[config.mk]
export PLATFORM = sky130hd
export DESIGN_NAME = reg_file_mp
export DESIGN_NICKNAME = d
export VERILOG_FILES = /design/src/rtl/reg_file_mp.sv
export SDC_FILE = /design/constraint.sdc
export NUM_CORES = 2
export LEC_CHECK = 0
export BUFFER_PORTS_ARGS = -buffer_cell sky130_fd_sc_hd__buf_2
export CORE_MARGIN = 5
export CORE_UTILIZATION = 45
export DETAILED_ROUTE_END_ITERATION = 7
export PLACE_DENSITY_LB_ADDON = 0.3
export SYNTH_ARGS = -nofsm -noshare
export SYNTH_HDL_FRONTEND = slang
export SYNTH_SLANG_ARGS = --single-unit
[constraint.sdc]
create_clock -name clk -period 8 [get_ports clk]
set_clock_uncertainty 0.15 [all_clocks]
set_input_delay 0.8 -clock clk [delete_from_list [all_inputs] [get_ports clk]]
set_output_delay 0.8 -clock clk [all_outputs]
set_load 0.03 [all_outputs]
[src/rtl/reg_file_mp.sv]
// reg_file_mp: multi-port register file with a per-register busy scoreboard.
// Register 0 is hard-wired to zero and is never busy. Reads are combinational.
// Optional macro REG_FILE_BYPASS_EN forwards same-cycle write data to the read
// ports. Without it, reads return only stored contents.
module reg_file_mp #(
   parameter int ADDRESS_WIDTH = 5,
   parameter int DATA_WIDTH    = 32,
   parameter int NUM_RD        = 2,
   parameter int NUM_WR        = 1
) (
   input  logic                            clk,
   input  logic                            rst,
   input  logic [NUM_WR-1:0]               WE,
   input  logic [NUM_WR*ADDRESS_WIDTH-1:0] AD_W,
   input  logic [NUM_WR*DATA_WIDTH-1:0]    WD,
   input  logic [NUM_RD*ADDRESS_WIDTH-1:0] AD_R,
   output logic [NUM_RD*DATA_WIDTH-1:0]    RD,
   input  logic                            ISS_EN,
   input  logic [ADDRESS_WIDTH-1:0]        ISS_AD,
   output logic [NUM_RD-1:0]               BUSY_R,
   output logic [DATA_WIDTH-1:0]           a0
);

   localparam int NUM_REGS = 2 ** ADDRESS_WIDTH;

   logic [DATA_WIDTH-1:0] regs_reg [NUM_REGS];
   logic [NUM_REGS-1:0]   busy_reg;
   logic [NUM_REGS-1:0]   busy_next;

   // Store write data; a later port in the loop overrides an earlier one,
   // so the highest-index port wins on an address collision.
   always_ff @(posedge clk) begin
      if (rst) begin
         for (int r = 0; r < NUM_REGS; r++) begin
            regs_reg[r] <= '0;
         end
      end else begin
         for (int w = 0; w < NUM_WR; w++) begin
            if (WE[w] && (AD_W[w*ADDRESS_WIDTH +: ADDRESS_WIDTH] != '0)) begin
               regs_reg[AD_W[w*ADDRESS_WIDTH +: ADDRESS_WIDTH]] <= WD[w*DATA_WIDTH +: DATA_WIDTH];
            end
         end
      end
   end

   // Scoreboard update: committed writes clear, then issue sets (issue wins).
   always_comb begin
      busy_next = busy_reg;
      for (int w = 0; w < NUM_WR; w++) begin
         if (WE[w] && (AD_W[w*ADDRESS_WIDTH +: ADDRESS_WIDTH] != '0)) begin
            busy_next[AD_W[w*ADDRESS_WIDTH +: ADDRESS_WIDTH]] = 1'b0;
         end
      end
      if (ISS_EN && (ISS_AD != '0)) begin
         busy_next[ISS_AD] = 1'b1;
      end
      busy_next[0] = 1'b0;
   end

   // Busy bits register; reset discards all pending state.
   always_ff @(posedge clk) begin
      if (rst) begin
         busy_reg <= '0;
      end else begin
         busy_reg <= busy_next;
      end
   end

   // One combinational read path per port.
   genvar gi;
   generate
      for (gi = 0; gi < NUM_RD; gi++) begin : g_rd
         logic [ADDRESS_WIDTH-1:0] addr;
         logic [DATA_WIDTH-1:0]    data;
         logic                     busy;

         assign addr = AD_R[gi*ADDRESS_WIDTH +: ADDRESS_WIDTH];

`ifdef REG_FILE_BYPASS_EN
         // Stored value, overridden by the highest matching same-cycle write.
         always_comb begin
            data = (addr == '0) ? '0 : regs_reg[addr];
            busy = (addr != '0) && busy_reg[addr];
            for (int w = 0; w < NUM_WR; w++) begin
               if (!rst && WE[w] && (addr != '0) &&
                   (AD_W[w*ADDRESS_WIDTH +: ADDRESS_WIDTH] == addr)) begin
                  data = WD[w*DATA_WIDTH +: DATA_WIDTH];
                  busy = ISS_EN && (ISS_AD == addr);
               end
            end
         end
`else
         assign data = (addr == '0) ? '0 : regs_reg[addr];
         assign busy = (addr != '0) && busy_reg[addr];
`endif

         assign RD[gi*DATA_WIDTH +: DATA_WIDTH] = data;
         assign BUSY_R[gi] = busy;
      end

      // Architectural view of register 10, never bypassed.
      if (NUM_REGS > 10) begin : g_a0
         assign a0 = regs_reg[10];
      end else begin : g_no_a0
         assign a0 = '0;
      end
   endgenerate

endmodule
==> results_dict.tcl <==
set metrics [dict create \
    status "complete, no violations" \
    drt-pass1-iter-count 6 \
    htreeDepth 3 \
    cts_buffers 112 \
    drive_above_1_share_pct 25.6 \
    synth_cells 3807 \
    power_leakage_nw 21.5 \
    maxSlewHeadroom_pct 3.46 \
    cap_violations 0 \
    utilization_pct 49.7 \
    grt_pass1_wl_mm 269 \
    synthTopCellsByArea "edfxtp_1 54%, mux4_2 16%, and2_1 11%, mux4_1 2.9%, mux2i_1 2.3%" \
    ctsRootBufferMaster "clkbuf_16" \
    async_flop_share_pct 0 \
    vias_per_cell 6.54 \
    synth_top_area_share_pct 53.8 \
    slew_viol_final 0 \
    hold_path_class "primary input to flop" \
    grt_pass1_vias 36400 \
    ys_ff_latch 1055 \
    yosysSeqAreaShare_pct 54.9 \
    path_clk_slew_ns 0.06 \
    setup_violations 0 \
    syn2layout_area_growth_pct 9.46 \
    endpoint_kind "output pin" \
    die_x_um 366 \
    largest_reg_flops 1024 \
    synthFlopType "edfxtp_1" \
    ios 154 \
    grtUsageTotal_pct 27.8 \
    detail-route-antenna-nets 0 \
    synth_cell_types 55 \
    power_density_nw_per_um2 214 \
    tns_ns 0 \
    cts_tree "yes" \
    cp_max_fo 34 \
    cts_setup_buffers 0 \
    wire_per_inst_um 34.5 \
    synth_common_cells "1,024 x edfxtp_1, 995 x and2_1, 397 x mux4_2, 227 x clkbuf_1, 130 x mux2i_1" \
    ctsLongestPathBuffers 3 \
    insertion_delay_ns 0.72 \
    numPortBuffers 153 \
    fin_nets 3847 \
    die_h_um 366 \
    vdd_drop_max_uv 167 \
    max_slew.worst_pin.slew_ns 1.44 \
    fillers 10600 \
    routed_wl_mm 191 \
    grt_max_degree 112 \
    drc_errors 0 \
    hpwl_mm 115 \
    avgSynthCellArea_sq_um 15.0 \
    core_area_sq_um 126000 \
    gp_congestion 0.945 \
    synth_area_leader_cell "edfxtp_1" \
    num_vias 36200 \
    path_class "primary input to output pin" \
    synth_edf_count 1024 \
    post_cts_resized 0 \
    yosysMostFrequentCell "edfxtp_1" \
    antenna_found_initial 16 \
    timing.fmax_ghz 0.183 \
    cts_sinks 1055 \
    start_kind "primary input" \
    die_area_sq_um 134000 \
    min_period_over_period_pct 68.4 \
    finalHoldViolations 0 \
    crit_required_ns 7.05 \
    grt_setup_unrepaired "no" \
    grt_overflow 0 \
    crit_arrival_ns 4.52 \
    initial_core_util_pct 45.4 \
    rows 130 \
    fin_crit_ns 5.47 \
    syn_area_sq_um 57100 \
    dr.first_iter.drc_count 5167 \
    synth-warning-count 0 \
    cts-hold-fix-buffers 0 \
]
worst max-delay path, stage by stage:
cell	delay [ns]
buf_2	0.35
buf_4	0.40
or2_1	0.16
buf_4	0.56
or4_4	0.51
o21ai_0	0.16
a311oi_1	1.10
buf_2	0.38
path summary, 6_finish.rpt:
kind,cells after the start,slack [ns],endpoint,start
worst max-delay path,8,2.53,RD[50],AD_R[9]
worst min-delay path,3,0.27,busy_reg[2],ISS_AD[1]
worst max register to register,2,7.17,busy_reg[28],busy_reg[28]
worst min register to register,2,0.33,busy_reg[11],busy_reg[11]
power breakdown:
group | total, mW | internal (mW) | leakage (nW) | switching [mW]
logic | 1.76 | 0.642 | 9.74 | 1.11
clock network | 5.11 | 2.87 | 1.72 | 2.23
registers | 6.53 | 6.37 | 10.0 | 0.157
metal layers:
layer,wire length [um],track usage [%],vias to the layer above
met1,69300,36.0,18600
met3,21900,7.17,471
met2,88500,44.0,2475
li1,-,-,14700
met5,13,0,-
met4,11300,13.8,2
cell families (layout without fill, tap and decap cells):
logic type	after synthesis	in the layout	share of synthesized area [%]
other	1	40	0.00656
and+or+nand+nor	1206	1206	12.9
DFF	1055	1055	54.9
AOI/OAI and AO/OA	441	441	5.92
buffers and inverters	446	489	4.13
muxes	658	658	22.2
cell type report:
class | instances | area, sq um | area share (%)
diodes | 8 | 20.0 | 0.0320
multi-input cells | 2337 | 23800 | 38.1
well taps | 1650 | 2060 | 3.30
inverters | 33 | 126 | 0.202
clock inverters | 65 | 577 | 0.922
clock buffers | 139 | 2930 | 4.68
flip-flops and latches | 1055 | 31400 | 50.2
repair buffers | 252 | 1620 | 2.60
through the flow:
stage               worst slack (ns)  power, mW  hold WS (ns)  instances  area [sq um]
floorplan                       3.56       7.71         0.299       3838         57300
global placement                2.75       8.33         0.313       5327         59000
detailed placement              2.83       8.36         0.315       5327         59000
CTS                             2.81       13.4         0.222       5531         62500
global route                    2.45       13.7         0.256       5532         62500
finish                          2.53       13.4         0.270       5539         62500
placed cells by master (no fill, tap or decap), drive strengths merged, types with 32 or more instances in the layout:
cell,n
a211oi,64
a221oi,49
a22oi,66
a311oi,66
and2,995
buf,252
clkbuf,139
clkinv,51
conb,32
edfxtp,1024
inv,35
mux2,68
mux2i,130
mux4,460
nand2,60
nor2,34
nor2b,70
o21ai,141
(Power assumes the default switching activity.)
